File: src/rtl/button_conditioner_pkg.sv
// Shared constants, types and helpers for the quiz-button conditioner.
// Used by the interface, the per-button debouncer and the top level.
package button_conditioner_pkg;

  localparam int          NUM_BTN          = 7;
  localparam int          DEBOUNCE_DEFAULT = 200_000;
  localparam logic [2:0]  CODE_NONE        = 3'd0;

  typedef logic [NUM_BTN-1:0] btn_vec_t;

  // 1-based index of the lowest set bit, CODE_NONE when the vector is empty.
  function automatic logic [2:0] lowest_code(input btn_vec_t v);
    lowest_code = CODE_NONE;
    for (int i = NUM_BTN - 1; i >= 0; i--) begin
      if (v[i]) lowest_code = 3'(i + 1);
    end
  endfunction

  function automatic btn_vec_t lowest_bit(input btn_vec_t v);
    return v & btn_vec_t'(~v + 1'b1);
  endfunction

endpackage

File: src/rtl/button_conditioner_if.sv
// Button bus between the raw pins / consumer (master) and the conditioner (slave).
interface button_conditioner_if;
  import button_conditioner_pkg::*;

  btn_vec_t   btn_raw;
  btn_vec_t   btn_level;
  btn_vec_t   btn_pulse;
  logic [2:0] btn_code;
  logic       any_pulse;

  modport master (output btn_raw, input btn_level, btn_pulse, btn_code, any_pulse);
  modport slave  (input btn_raw, output btn_level, btn_pulse, btn_code, any_pulse);

endinterface

File: src/rtl/button_conditioner_debounce_channel.sv
// One button: two-flop synchroniser, persistence counter and stable level.
// `rise` is a combinational strobe, high on the cycle before `stable` goes 0->1.
module debounce_channel
  import button_conditioner_pkg::*;
#(
  parameter int DEBOUNCE_CYCLES = DEBOUNCE_DEFAULT
) (
  input  logic clk,
  input  logic reset,
  input  logic raw,
  output logic rise,
  output logic stable
);

  localparam int             CW      = $clog2(DEBOUNCE_CYCLES);
  localparam logic [CW-1:0]  CNT_MAX = CW'(DEBOUNCE_CYCLES - 1);

  logic          meta;
  logic          sync;
  logic [CW-1:0] cnt;

  assign rise = sync && !stable && (cnt == CNT_MAX);

  // NOTE: non-blocking assignments keep meta->sync a true two-stage shift;
  // blocking ones would collapse the synchroniser into a single flop.
  always_ff @(posedge clk or posedge reset) begin
    if (reset) begin
      meta   <= 1'b0;
      sync   <= 1'b0;
      stable <= 1'b0;
      cnt    <= '0;
    end else begin
      meta <= raw;
      sync <= meta;
      if (sync == stable) begin
        cnt <= '0;
      end else if (cnt == CNT_MAX) begin
        stable <= sync;
        cnt    <= '0;
      end else begin
        cnt <= cnt + 1'b1;
      end
    end
  end

endmodule

File: src/rtl/button_conditioner.sv
// Quiz-button conditioner: debounced levels, one-cycle press pulses, priority code.
// Define BTN_SINGLE_PRESS_EN to allow at most one press pulse while no other button is held.
module button_conditioner
  import button_conditioner_pkg::*;
#(
  parameter int DEBOUNCE_CYCLES = DEBOUNCE_DEFAULT
) (
  input  logic                 clk,
  input  logic                 reset,
  button_conditioner_if.slave  bus
);

  btn_vec_t   rise;
  btn_vec_t   stable;
  btn_vec_t   pulse_d;
  btn_vec_t   pulse_q;
  logic [2:0] code_q;
  logic       any_q;

  for (genvar i = 0; i < NUM_BTN; i++) begin : g_ch
    debounce_channel #(.DEBOUNCE_CYCLES(DEBOUNCE_CYCLES)) u_ch (
      .clk    (clk),
      .reset  (reset),
      .raw    (bus.btn_raw[i]),
      .rise   (rise[i]),
      .stable (stable[i])
    );
  end

`ifdef BTN_SINGLE_PRESS_EN
  // A rising channel's own level is still 0, so any high level belongs to another button.
  always_comb begin
    pulse_d = '0;
    if (stable == '0) pulse_d = lowest_bit(rise);
  end
`else
  always_comb begin
    pulse_d = rise;
  end
`endif

  always_ff @(posedge clk or posedge reset) begin
    if (reset) begin
      pulse_q <= '0;
      code_q  <= CODE_NONE;
      any_q   <= 1'b0;
    end else begin
      pulse_q <= pulse_d;
      code_q  <= lowest_code(pulse_d);
      any_q   <= |pulse_d;
    end
  end

  assign bus.btn_level = stable;
  assign bus.btn_pulse = pulse_q;
  assign bus.btn_code  = code_q;
  assign bus.any_pulse = any_q;

endmodule

File: src/flat_wrapper.sv
// flat-port wrapper written by rule: the top's interface ports become plain ports
module button_conditioner_flat import button_conditioner_pkg::*;
#(
  parameter int DEBOUNCE_CYCLES = DEBOUNCE_DEFAULT
)
  (clk, reset, bus_btn_raw, bus_btn_level, bus_btn_pulse, bus_btn_code, bus_any_pulse);
  button_conditioner_if bus_i ();
  input  logic clk;
  input  logic reset;
  input wire logic [$bits(bus_i.btn_raw)-1:0] bus_btn_raw;
  output wire logic [$bits(bus_i.btn_level)-1:0] bus_btn_level;
  output wire logic [$bits(bus_i.btn_pulse)-1:0] bus_btn_pulse;
  output wire logic [$bits(bus_i.btn_code)-1:0] bus_btn_code;
  output wire logic [$bits(bus_i.any_pulse)-1:0] bus_any_pulse;
  assign bus_i.btn_raw = bus_btn_raw;
  assign bus_btn_level = bus_i.btn_level;
  assign bus_btn_pulse = bus_i.btn_pulse;
  assign bus_btn_code = bus_i.btn_code;
  assign bus_any_pulse = bus_i.any_pulse;
  button_conditioner #(.DEBOUNCE_CYCLES(DEBOUNCE_CYCLES)) u_core (.clk(clk), .reset(reset), .bus(bus_i));
endmodule
File: config.mk
export PLATFORM = sky130hd
export DESIGN_NAME = button_conditioner_flat
export DESIGN_NICKNAME = d
export VERILOG_FILES = /design/src/rtl/button_conditioner_pkg.sv /design/src/rtl/button_conditioner_if.sv /design/src/rtl/button_conditioner_debounce_channel.sv /design/src/rtl/button_conditioner.sv /design/src/flat_wrapper.sv
export SDC_FILE = /design/constraint.sdc
export NUM_CORES = 1
export LEC_CHECK = 0
export ABC_CLOCK_PERIOD_IN_PS = 7000
export CORE_MARGIN = 4
export CORE_UTILIZATION = 45
export DETAILED_ROUTE_END_ITERATION = 8
export HOLD_SLACK_MARGIN = 0.12
export PLACE_DENSITY = 0.64
export RECOVER_POWER = 25
export SYNTH_ARGS = -nofsm -noshare
export SYNTH_HDL_FRONTEND = slang
export SYNTH_HIERARCHICAL = 1
export SYNTH_SLANG_ARGS = --single-unit
File: constraint.sdc
create_clock -name clk -period 7 [get_ports clk]
set_clock_uncertainty 0.15 [all_clocks]
set_input_delay 0.7 -clock clk [delete_from_list [all_inputs] [get_ports clk]]
set_output_delay 0.7 -clock clk [all_outputs]
set_load 0.01 [all_outputs]
==> impl_results.md <==
* Max-slew violation count at 0
* Synth cell count leaders: dfrtp_1 (158), nor2_1 (137), xnor2_1 (86), inv_1 (59), nor4_1 (41)
* Syn nets at 768
* GPL Wtd Cong at 0.834
* Seq pwr share at 0.479
* IO Pins at 27
* Pre-antenna DRT Iters at 4
* Req. time, crit path at 7.18 ns
* Post-synthesis register bit count at 158
* CP arrival at 2.75 ns
* Combinational share of power at 0.030
* Detailed Route WL at 14000 um
* Synth-to-layout area growth at 13.8%
* Global route overflow at 0
* CTS sink cnt at 158
* Clock period minus worst slack at 2.57 ns
* # nets final at 793
* HP Class: reg2reg
* HPWL Detailed at 9610 um
* Power Dens Cells at 227 nW/um2
* Synth top area cells: dfrtp_1 (52%), xnor2_1 (9.9%), nor2_1 (6.8%)
* Total negative slack at 0 ns
* Post-route worst setup slack at 4.43 ns
* Global-route usage over all layers at 0.163
* Die X at 138 um
* Fmax at 0.388 GHz
* Largest net degree at the start of global routing at 22
* Final hold slack at 0.198 ns
* Ys Warns at 6
* CTS clk-pin slew, worst paths at 0.06 ns
* Cell area after synthesis at 7580 um2
* Sw Ratio at 0.207
* Yosys top cell area share at 0.522
* Reg-to-Reg End: u_core/bus.btn_code[0]
* Die area at 19000 um2
* Post-synth EDFFs at 0
* DR vias at 5239
* CTS tree: yes
* Kind of critical path: reg2reg
* Internal power at 1.55 mW
* Period utilization at 0.368
* Power Total at 1.96 mW
* Share of cells above drive strength 1 at 0.0882
* Antenna Cells at 0
* CTS H-tree depth at 4
* Worst reg-to-reg path cell count at 5
* Mean Syn Cell Area at 10.2 um2
* Via-per-instance ratio at 5.23
* Crit path max fanout at 4
* Avg WL per Cell at 13.9 um
* DRC at 0
* Hold Crit Start: u_core/g_ch[0].u_ch/meta
* Initial Util at 0.459
* Net switching power at 407 uW
* Place WS at 4.41 ns
* Worst Setup Start Kind: flip-flop
* Cts repair resizes at 0
* Main flop type after synthesis: dfrtp_1
* Leakage at 3.44 nW
* Status: finished, final reports clean
* Critical Path Start: u_core/g_ch[6].u_ch/cnt[14]
* CTS max path bufs at 2
* Unique masters post-synth at 34
* Cell with the most instances after synthesis: dfrtp_1
* Die H at 138 um
* Vias in the first global route at 5157
* Max VDD drop at 163 uV
* Post-CTS Repair Setup Buffers at 0
* Slew HR at 0.461
* Post-CTS Hold Fix Bufs at 0
* Routed Antenna Nets at 0
* DR iter-0 viols at 308
* Worst skew pair latency at 0.42 ns
* CTS root buf: clkbuf_16
* Final core occ at 0.522
* Final hold vios at 0
* Unrepaired setup endpoints after global routing: no
* Crit end category: flip-flop
* Initial antenna violation count at 0
* CTS Buf Count at 17
* First-pass GRT wire length at 24600 um
* Clk pwr share at 0.491
* Setup crit end: u_core/bus.btn_code[0]
* Max-cap violations at 0
* Port bufs at 26
* Leading area contributor after synthesis: dfrtp_1
* FP Rows at 47
* FF-to-FF setup slack at 4.43 ns
* Sequential area share after synthesis at 0.522
* FF-to-FF Start: u_core/g_ch[6].u_ch/cnt[14]
* Synth Instances at 745
* Area of the core at 16500 um2
* Slew @ Worst Pin at 0.808 ns
* Ys async rst share at 1.00
* Final setup viols at 0
-- stage by stage --
| stage | cell area (um2) | cells |
|---|---|---|
| detailed placement | 8000 | 971 |
| global route | 8630 | 1002 |
| floorplan | 7580 | 745 |
| global placement | 8000 | 971 |
| CTS | 8630 | 1002 |
| finish | 8630 | 1002 |
-- how the worst min path moves through the flow --
stage,slack [ns],cells after the start,end
final,0.20,0,u_core/g_ch[0].u_ch/sync
after global routing,0.20,0,u_core/g_ch[0].u_ch/sync
after CTS,0.20,0,u_core/g_ch[0].u_ch/sync
after detailed placement,0.19,0,u_core/g_ch[0].u_ch/sync
after global placement,0.18,0,u_core/g_ch[4].u_ch/sync
after floorplan,0.18,0,u_core/g_ch[0].u_ch/sync
-- worst max-delay path, stage by stage (launching register included) --
cell and delay [ns]:
dfrtp_1 0.40, or4b_1 0.52, or4_4 0.56, nor3_1 0.49
a21oi_1 0.14, o31ai_1 0.22
-- cells in the final DEF (no fill, tap or decap), types with 13 or more instances in the layout --
cell             count
or3_1               13
inv_1               59
dfrtp_1            158
nand2_1             31
clkbuf_16           17
nand3_1             35
xor2_1              15
a21oi_1             14
clkdlybuf4s50_1     18
nor2_1             137
nor4_1              41
xnor2_1             86
nor3_1              21
ha_1                14
nand4_1             20
-- final cells by class --
type                    instances  area [um2]
fillers                      1456        7900
flip-flops and latches        158        3950
multi-input cells             507        3280
clock buffers                  23         498
well taps                     220         275
repair buffers                 27         268
inverters                      59         221
clock inverters                 8         129
-- sequential cells by signal, indices dropped and copies added, names as in the netlist --
| name | cells |
|---|---|
| u_core/g_ch.u_ch/cnt | 126 |
| u_core/bus.btn_pulse | 7 |
| u_core/g_ch.u_ch/meta | 7 |
| u_core/g_ch.u_ch/stable | 7 |
| u_core/g_ch.u_ch/sync | 7 |
| u_core/bus.btn_code | 3 |
| u_core/bus.any_pulse | 1 |
-- cell families after synthesis --
logic type                 Yosys count  synth area share
buffers and inverters               80            0.0457
xor gates and xnor gates           101             0.117
and+or+nand+nor                    351             0.245
adders and majority gates           14            0.0231
AOI/OAI and AO/OA                   34            0.0373
muxes                                7            0.0104
DFF                                158             0.522
-- metal layers --
layer  routed length [um]  vias up  global-route usage  share of wire
li1                     -     2587                   -              -
met1                 6570     2549               0.218           0.47
met2                 6600       83               0.257           0.47
met3                  493       20              0.0380          0.035
met4                  290        0              0.0686          0.021
met5                    0        -                   0              0
-- power groups by stage --
stage / sequential (mW) / combinational, mW / clock (mW)
2_1_floorplan: 0.952 / 0.0476 / 0
3_3_place_gp: 0.954 / 0.0599 / 0
3_5_place_dp: 0.955 / 0.0618 / 0
4_1_cts: 0.938 / 0.0624 / 0.989
5_1_grt: 0.940 / 0.0696 / 1.03
6_report: 0.938 / 0.0588 / 0.964
No activity file was read; power rests on OpenSTA's default activity.
